**config.mk**
```make
export PLATFORM = sky130hd
export DESIGN_NAME = axi_rr_arbiter
export DESIGN_NICKNAME = d
export VERILOG_FILES = /design/src/rtl/axi_rr_arbiter.sv
export SDC_FILE = /design/constraint.sdc
export NUM_CORES = 1
export LEC_CHECK = 0
export ABC_AREA = 1
export CORE_MARGIN = 4
export CORE_UTILIZATION = 45
export CTS_CLUSTER_SIZE = 28
export DETAILED_ROUTE_END_ITERATION = 7
export GPL_TIMING_DRIVEN = 0
export PLACE_DENSITY = 0.8
export SYNTH_ARGS = -nofsm -noshare
export SYNTH_HDL_FRONTEND = slang
export SYNTH_SLANG_ARGS = --single-unit
export TNS_END_PERCENT = 30
```
**constraint.sdc**
```tcl
create_clock -name ACLK -period 4.1 [get_ports ACLK]
set_clock_uncertainty 0.2 [all_clocks]
set_input_delay 1.025 -clock ACLK [delete_from_list [all_inputs] [get_ports ACLK]]
set_output_delay 1.025 -clock ACLK [all_outputs]
set_load 0.005 [all_outputs]
```
**src/rtl/axi_rr_arbiter.sv**
```systemverilog
// axi_rr_arbiter: N-master arbiter for a shared AXI AR/AW channel.
// Picks one requester (round-robin or fixed priority), locks the grant until
// the muxed channel handshakes, and releases stalled grants via a watchdog.
module axi_rr_arbiter #(
  parameter int NUM_M    = 4,
  parameter int IDX_W    = $clog2(NUM_M),
  parameter int MAX_HOLD = 256
) (
  input  logic             ACLK,
  input  logic             ARESETn,
  input  logic [NUM_M-1:0] valid_i,
  input  logic             handshake_i,
  input  logic             prio_mode_i,
  input  logic             err_clr_i,
  output logic [NUM_M-1:0] grant_o,
  output logic [IDX_W-1:0] grant_idx_o,
  output logic             grant_valid_o,
  output logic             locked_o,
  output logic             timeout_err_o
);

  // hold counter is at least one bit wide, even with the watchdog disabled
  localparam int HC_W = (MAX_HOLD > 0) ? $clog2(MAX_HOLD + 1) : 1;
  localparam int DW   = IDX_W + 1;
  localparam logic [HC_W-1:0]  HOLD_LAST = HC_W'((MAX_HOLD > 0) ? MAX_HOLD - 1 : 0);
  localparam logic [IDX_W-1:0] LAST_M    = IDX_W'(NUM_M - 1);

  typedef enum logic {IDLE = 1'b0, LOCKED = 1'b1} state_t;

  state_t           state_q, state_d;
  logic [IDX_W-1:0] rr_ptr_q, rr_ptr_d;
  logic [IDX_W-1:0] last_idx_q, last_idx_d;
  logic [HC_W-1:0]  hold_cnt_q, hold_cnt_d;
  logic             timeout_err_q, timeout_err_d;

  logic [IDX_W-1:0] fp_idx, rr_idx, win_idx, sel_idx;
  logic [DW-1:0]    rr_best;
  logic             rr_found, any_valid, grant_active, hold_expired;

  // Index increment with wrap at NUM_M-1 (NUM_M need not be a power of two).
  function automatic logic [IDX_W-1:0] idx_inc(input logic [IDX_W-1:0] idx);
    return (idx == LAST_M) ? '0 : idx + IDX_W'(1);
  endfunction

  // Distance from the round-robin pointer to master k, scanning upward with wrap.
  function automatic logic [DW-1:0] rr_dist(input logic [IDX_W-1:0] k,
                                            input logic [IDX_W-1:0] ptr);
    logic [DW-1:0] k_w, p_w;
    k_w = {1'b0, k};
    p_w = {1'b0, ptr};
    return (k_w >= p_w) ? (k_w - p_w) : (k_w + DW'(NUM_M) - p_w);
  endfunction

  assign any_valid    = |valid_i;
  assign win_idx      = prio_mode_i ? fp_idx : rr_idx;
  assign hold_expired = (MAX_HOLD > 0) && (hold_cnt_q == HOLD_LAST);

  // Arbitration: lowest set index (fixed) and nearest set index at/after rr_ptr (round-robin).
  always_comb begin
    fp_idx   = '0;
    rr_idx   = '0;
    rr_best  = '0;
    rr_found = 1'b0;
    for (int k = NUM_M - 1; k >= 0; k--) begin
      if (valid_i[k]) fp_idx = IDX_W'(k);
    end
    for (int k = 0; k < NUM_M; k++) begin
      if (valid_i[k] && (!rr_found || (rr_dist(IDX_W'(k), rr_ptr_q) < rr_best))) begin
        rr_found = 1'b1;
        rr_idx   = IDX_W'(k);
        rr_best  = rr_dist(IDX_W'(k), rr_ptr_q);
      end
    end
  end

  // State register: all flops, asynchronously cleared.
  always_ff @(posedge ACLK or negedge ARESETn) begin
    if (!ARESETn) begin
      state_q       <= IDLE;
      rr_ptr_q      <= '0;
      last_idx_q    <= '0;
      hold_cnt_q    <= '0;
      timeout_err_q <= 1'b0;
    end else begin
      state_q       <= state_d;
      rr_ptr_q      <= rr_ptr_d;
      last_idx_q    <= last_idx_d;
      hold_cnt_q    <= hold_cnt_d;
      timeout_err_q <= timeout_err_d;
    end
  end

  // Next-state: grant/lock/release decisions, pointer advance and watchdog.
  always_comb begin
    logic err_set;
    state_d       = state_q;
    rr_ptr_d      = rr_ptr_q;
    last_idx_d    = last_idx_q;
    hold_cnt_d    = hold_cnt_q;
    timeout_err_d = timeout_err_q;
    err_set       = 1'b0;
    unique case (state_q)
      IDLE: begin
        if (any_valid) begin
          last_idx_d = win_idx;
          if (handshake_i) begin
            // single-cycle transfer: stay IDLE, move the pointer past the winner
            if (!prio_mode_i) rr_ptr_d = idx_inc(win_idx);
          end else begin
            state_d    = LOCKED;
            hold_cnt_d = '0;
          end
        end
      end
      LOCKED: begin
        if (handshake_i) begin
          // handshake wins over a watchdog expiry in the same cycle
          state_d    = IDLE;
          hold_cnt_d = '0;
          if (!prio_mode_i) rr_ptr_d = idx_inc(last_idx_q);
        end else if (hold_expired) begin
          state_d    = IDLE;
          hold_cnt_d = '0;
          err_set    = 1'b1;
          if (!prio_mode_i) rr_ptr_d = idx_inc(last_idx_q);
        end else if (MAX_HOLD > 0) begin
          hold_cnt_d = hold_cnt_q + HC_W'(1);
        end
      end
      default: state_d = IDLE;
    endcase
    // a new timeout outranks a clear request arriving in the same cycle
    if (err_set)        timeout_err_d = 1'b1;
    else if (err_clr_i) timeout_err_d = 1'b0;
  end

  // Outputs: live arbitration in IDLE, frozen grant in LOCKED, nothing during reset.
  always_comb begin
    grant_active = 1'b0;
    sel_idx      = last_idx_q;
    locked_o     = 1'b0;
    if (state_q == LOCKED) begin
      grant_active = 1'b1;
      locked_o     = 1'b1;
    end else if (any_valid) begin
      grant_active = 1'b1;
      sel_idx      = win_idx;
    end
    if (!ARESETn) begin
      grant_active = 1'b0;
      sel_idx      = '0;
      locked_o     = 1'b0;
    end
  end

  // One-hot decode of the selected index.
  for (genvar gi = 0; gi < NUM_M; gi++) begin : g_grant
    assign grant_o[gi] = grant_active && (sel_idx == IDX_W'(gi));
  end

  assign grant_idx_o   = sel_idx;
  assign grant_valid_o = grant_active;
  assign timeout_err_o = timeout_err_q;

endmodule

```
==> results.sh, run 1 <==
export IMPL_run_status="finished with violations"
export IMPL_violations="negative setup slack"
export IMPL_grt_usage_pct=17.49
export IMPL_maxCapViolations=0
export IMPL_grt_antenna_before_repair=0
export IMPL_coreArea_mm2=0.002477
export IMPL_via_count=1162
export IMPL_drc=0
export IMPL_cts_tree="yes"
export IMPL_synth_compound_area_share_pct=16.18
export IMPL_p_per_area_mw_per_mm2=525.4
export IMPL_clock_sinks=15
export IMPL_synth_area_mm2=0.001160
export IMPL_crit_path_start_kind="primary input"
export IMPL_ioPinCount=18
export IMPL_finalWorstSetupSlack_ns=-0.5942
export IMPL_leakage_nw=0.7741
export IMPL_synth_xor_area_share_pct=0
export IMPL_grt_max_degree=19
export IMPL_cts_hold_buf=0
export IMPL_mostFrequentLayoutCells="28 x nand2_1, 24 x inv_1, 15 x nor2_1"
export IMPL_post_dp_hpwl_um=2011
export IMPL_slew_headroom_pct=49.98
export IMPL_tightestPinTransition_ns=0.7480
export IMPL_yosys_area_share_simple_pct=31.93
export IMPL_dpl_instance_area_mm2=0.001368
export IMPL_critical_path_class="primary input to output pin"
export IMPL_grt_overflow_total=0
export IMPL_die_area_mm2=0.003454
export IMPL_ys_top_cells_by_area="dfrtp_1 32%, nand2_1 10%, ha_1 8.6%"
export IMPL_synthCells=162
export IMPL_postRouteAntennaNets=0
export IMPL_final_common_cell="nand2_1"
export IMPL_clk_pin_slew_worst_paths_ns=0.08
export IMPL_min_period_ns=4.694
export IMPL_vdd_drop_max_mv=0.2803
export IMPL_synth_top_area_share_pct=32.36
export IMPL_row_count=18
export IMPL_dr_first_iter_drc_count=69
export IMPL_top_layer_used="met4"
export IMPL_synth_mux_area_fraction_pct=0
export IMPL_start_util_pct=46.82
export IMPL_cp_end_kind="output pin"
export IMPL_worst_r2r_setup_slack_ns=0.70
export IMPL_die_y_um=58.77
export IMPL_diodes=0
export IMPL_cts_htree_levels=1
export IMPL_crit_fanout=4
export IMPL_io_buffers=17
export IMPL_drive_gt1_share_pct=29.74
export IMPL_synth_seq_cells=15
export IMPL_area_growth_pct=29.56
export IMPL_slowest_stage="ha_1"
export IMPL_wl_met1_um=1133
export IMPL_gp_congestion=0.8705
export IMPL_cpMostUsedCell="nand2_1"
export IMPL_synth_fa_ha_area_share_pct=8.630
export IMPL_met2_length_um=1414
export IMPL_die_w_um=58.77
export IMPL_fin_crit_sh_pct=114.5
export IMPL_cts_buffers=3
export IMPL_synth_top_area_cell="dfrtp_1"
export IMPL_wl_per_cell_um=11.96
export IMPL_slowest_delay_ns=0.27
export IMPL_drt_pass1_iter_count=4
export IMPL_clkLatencyLatePin_ns=0.28
export IMPL_clockRootBuffer="clkbuf_4"
export IMPL_nets=213
export IMPL_yosysUniqueCellTypes=29
export IMPL_yosysWarningCount=0
export IMPL_grt_pass1_wl_um=4754
export IMPL_clockBufferDepth=2
export IMPL_arrival_ns=3.47
export IMPL_timing_fmax_mhz=213.0
export IMPL_synth_avg_cell_area_um2=7.160
export IMPL_setup_viol=6
export IMPL_synth_top_family_by_area="simple AND/OR/NAND/NOR gates"
export IMPL_vias_per_cell=5.164
export IMPL_required_ns=2.87
export IMPL_seq_area_frac_synth_pct=32.36
export IMPL_hold_viol=0
export IMPL_wl_met3_um=105
export IMPL_final_cell_area_mm2=0.001503
export IMPL_slew_violations=0
export IMPL_grt_pass1_vias=1156
export IMPL_preCtsSetupSlack_ns=-1.467
export IMPL_wl_um=2690
export IMPL_hold_path_class="flop to flop"
export IMPL_rsz0062_at_grt="true"
export IMPL_synth_fp_nets=179
## cell families (layout without fill, tap and decap cells)
| group | Yosys count | after routing |
|---|---|---|
| AOI/OAI and AO/OA | 27 | 27 |
| adders and majority gates | 8 | 8 |
| buffers and inverters | 33 | 66 |
| DFF | 15 | 15 |
| and+or+nand+nor | 79 | 79 |
## area by class of cell
class	instances	area, um^2
fill	224	974.7
multi-input combinational	114	704.4
sequential	15	377.9
timing repair buffer	29	230.2
inverter	33	126.4
tap	30	37.54
clock buffer	4	26.28
## layer usage
metal | track usage (%) | vias up
met5 | 0 | -
met4 | 7.443 | 0
met3 | 3.728 | 6
met2 | 31.70 | 21
met1 | 19.51 | 548
li1 | - | 587
## critical path, delay by kind of cell
kind	cells	cell delay [ns]
adders and majority gates	2	0.52
buffers and inverters	4	0.40
and+or+nand+nor	18	1.18
AOI/OAI and AO/OA	3	0.33
## metrics by stage
| step | setup TNS [ns] | util [%] | hold WS [ns] | total power [W] | std cells |
|---|---|---|---|---|---|
| 2_1_floorplan | -0.7349 | - | 0.2721 | 0.0004832 | 162 |
| 3_3_place_gp | -7.992 | 55.20 | 0.2927 | 0.0005655 | 209 |
| 3_5_place_dp | -8.654 | 55.20 | 0.2979 | 0.0005919 | 209 |
| 4_1_cts | -3.542 | 59.44 | 0.3116 | 0.0007655 | 223 |
| 5_1_grt | -4.443 | 60.66 | 0.3460 | 0.0008600 | 225 |
| 6_report | -3.233 | 60.66 | 0.3077 | 0.0007895 | 225 |
## power by group
group	internal, W	total (W)	switching (W)
Clock	0.0000378	0.0000813	0.0000436
Combinational	0.000225	0.000501	0.000276
Sequential	0.000176	0.000207	0.0000309
## path summary, 6_finish.rpt
check / start / to / cells past startpoint
max: valid_i[0] / grant_o[3] / 27
min: hold_cnt_q[8] / hold_cnt_q[8] / 2
max reg2reg: rr_ptr_q[0] / rr_ptr_q[1] / 30
min reg2reg: hold_cnt_q[8] / hold_cnt_q[8] / 2
max in group asynchronous: ARESETn / rr_ptr_q[1] / 1
min in group asynchronous: ARESETn / hold_cnt_q[5] / 1
## synthesized netlist by cell type
cell / instances
a21oi_1: 11
a32o_1: 1
nor3b_1: 3
nand2_4: 2
o22ai_1: 1
inv_2: 5
nand2_2: 6
nand3_1: 6
a21oi_4: 1
a21oi_2: 1
o21bai_1: 2
nand4_1: 1
inv_1: 26
o32ai_1: 1
nor3_1: 6
nor2_2: 5
a21o_1: 1
a31oi_1: 1
o21ai_2: 1
dfrtp_1: 15
o2111ai_1: 1
o21ai_4: 1
nand2_1: 32
inv_4: 1
o21ai_0: 4
and3_1: 1
nor2_1: 17
ha_1: 8
clkinv_1: 1
## timing repair
action | 4_1_cts | 5_1_grt
pin swaps | 21 | 13
setup endpoints to repair | 6 | 7
setup buffers | 10 | 2
endpoints found under the hold margin | 0 | 0
resized for setup | 45 | 6
gates cloned | 0 | 0
## registers in the layout (all words and copies together), names as in the netlist
register       cells
timeout_err_o      1
state_q            1
last_idx_q         2
rr_ptr_q           2
hold_cnt_q         9
(Power assumes the default switching activity.)
==> run 2: changes to the inputs <==
- CORE_UTILIZATION: 45 -> 48
- PLACE_DENSITY: 0.8 -> 0.84
- SLEW_MARGIN: not set -> 0
==> results.sh, run 2 (synthesis results as in run 1) <==
export IMPL_crit_path_start_kind="flop"
export IMPL_grt_antenna_before_repair=0
export IMPL_hold_viol=0
export IMPL_cts_tree="yes"
export IMPL_clk_pin_slew_worst_paths_ns=0.08
export IMPL_clkLatencyLatePin_ns=0.28
export IMPL_p_per_area_mw_per_mm2=548.4
export IMPL_path_buf_inv=11
export IMPL_area_growth_pct=43.47
export IMPL_cts_htree_levels=1
export IMPL_maxCapViolations=0
export IMPL_cpMostUsedCell="buf_4"
export IMPL_clockRootBuffer="clkbuf_4"
export IMPL_grt_pass1_vias=1230
export IMPL_reg2reg_depth=26
export IMPL_coreArea_mm2=0.002255
export IMPL_swShare_pct=45.18
export IMPL_wl_um=3341
export IMPL_via_count=1258
export IMPL_critPathTopFamily="buffers and inverters"
export IMPL_clkPwrFrac_pct=9.0
export IMPL_timing_fmax_mhz=210.0
export IMPL_vias_per_cell=5.353
export IMPL_die_area_mm2=0.003267
export IMPL_leakage_nw=0.8615
export IMPL_slowest_delay_ns=0.47
export IMPL_die_y_um=57.16
export IMPL_clockBufferDepth=2
export IMPL_wl_per_cell_um=14.22
export IMPL_nets=225
export IMPL_power_w=0.0009127
export IMPL_drive_gt1_share_pct=38.16
export IMPL_postRouteAntennaNets=0
export IMPL_combPwrFrac_pct=68.5
export IMPL_die_w_um=57.16
export IMPL_fin_crit_sh_pct=116.1
export IMPL_whs_ns=0.3131
export IMPL_drt_pass1_iter_count=4
export IMPL_dr_first_iter_drc_count=67
export IMPL_grt_overflow_total=0
export IMPL_min_period_ns=4.762
export IMPL_clock_sinks=15
export IMPL_arrival_ns=3.54
export IMPL_pwr_share_seq_pct=22.5
export IMPL_cp_end_kind="output pin"
export IMPL_required_ns=2.87
export IMPL_io_buffers=17
export IMPL_slowest_stage="dfrtp_2"
export IMPL_row_count=17
export IMPL_vdd_drop_max_mv=0.4188
export IMPL_setup_viol=6
export IMPL_switching_power_w=0.0004124
export IMPL_rsz0062_at_grt="true"
export IMPL_gp_congestion=0.8809
export IMPL_slew_violations=0
export IMPL_mostFrequentLayoutCells="24 x inv_1, 23 x nand2_1, 21 x buf_4"
export IMPL_start_util_pct=51.44
export IMPL_finalWorstSetupSlack_ns=-0.6618
export IMPL_drc=0
export IMPL_tightestPinTransition_ns=0.7683
export IMPL_crit_cells=28
export IMPL_grt_pass1_wl_um=5388
export IMPL_slew_headroom_pct=48.69
export IMPL_cts_buffers=3
export IMPL_crit_fanout=4
export IMPL_ioPinCount=18
export IMPL_hold_depth=2
export IMPL_run_status="finished with violations"
export IMPL_largest_reg_flops=9
export IMPL_diodes=0
export IMPL_hold_path_class="flop to flop"
export IMPL_critical_path_class="flop to output pin"
export IMPL_grt_max_degree=19
export IMPL_grt_usage_pct=20.69
export IMPL_top_register="hold_cnt_q"
export IMPL_top_regs="hold_cnt_q (9), last_idx_q (2), rr_ptr_q (2)"
export IMPL_final_common_cell="inv_1"
export IMPL_p_int_w=0.0005003
export IMPL_cts_hold_buf=0
export IMPL_violations="negative setup slack"
export IMPL_post_dp_hpwl_um=2004
[run 2: cell count changes in the layout (fill, tap and decap cells not counted), moves of 2 or more]
cell	change
nand2_2	+2
nand2_1	-5
buf_4	+10
buf_6	+2
ha_4	+2
ha_1	-2
nand2_4	+3
[run 2: power groups by stage]
stage	Sequential, W	Clock (W)	Combinational (W)
after CTS	0.000203	0.0000846	0.000507
after detailed placement	0.000207	0	0.000380
after floorplan	0.000200	0	0.000284
after global routing	0.000208	0.0000921	0.000684
final	0.000205	0.0000822	0.000625
after global placement	0.000205	0	0.000360
[run 2: final cells by class]
type | instances | area [um^2]
multi-input combinational | 114 | 768.2
fill | 157 | 590.6
sequential | 15 | 377.9
timing repair buffer | 41 | 330.3
inverter | 33 | 126.4
tap | 28 | 35.03
clock buffer | 4 | 26.28
[run 2: repair_timing]
item                       CTS  global route
buffers inserted            23             2
gates resized for setup     48            18
setup endpoints to repair    6             7
pin swaps                   16            17
hold endpoints to repair     0             0
[run 2: metrics by stage]
| stage | worst slack [ns] | setup TNS (ns) | instance area (um^2) | instances | util [%] |
|---|---|---|---|---|---|
| after detailed placement | -1.475 | -8.757 | 1365 | 207 | 60.54 |
| after global routing | -0.8147 | -4.725 | 1664 | 235 | 73.81 |
| after CTS | -0.6389 | -3.564 | 1574 | 234 | 69.81 |
| after floorplan | -0.1420 | -0.7349 | 1160 | 162 | - |
| after global placement | -1.352 | -7.958 | 1365 | 207 | 60.54 |
| final | -0.6618 | -3.715 | 1664 | 235 | 73.81 |
[run 2: layer usage]
metal	up-vias	GRT usage [%]	routed length, um
met5	-	0	0
met4	0	9.603	132
met3	17	3.846	166
met2	44	38.17	1678
met1	586	22.63	1363
li1	611	-	-
[run 2: tightest hold or removal path, cell delays in order, from the launching register on]
cell     delay [ns]
dfrtp_1        0.37
inv_1          0.07
a21oi_1        0.05
[run 2: worst paths after layout]
check | startpoint | to | slack (ns)
max | rr_ptr_q[1] | grant_o[3] | -0.66
min | hold_cnt_q[8] | hold_cnt_q[8] | 0.31
max reg2reg | rr_ptr_q[1] | rr_ptr_q[0] | 0.64
min reg2reg | hold_cnt_q[8] | hold_cnt_q[8] | 0.31
max in group asynchronous | ARESETn | rr_ptr_q[1] | 2.57
min in group asynchronous | ARESETn | hold_cnt_q[5] | 0.60
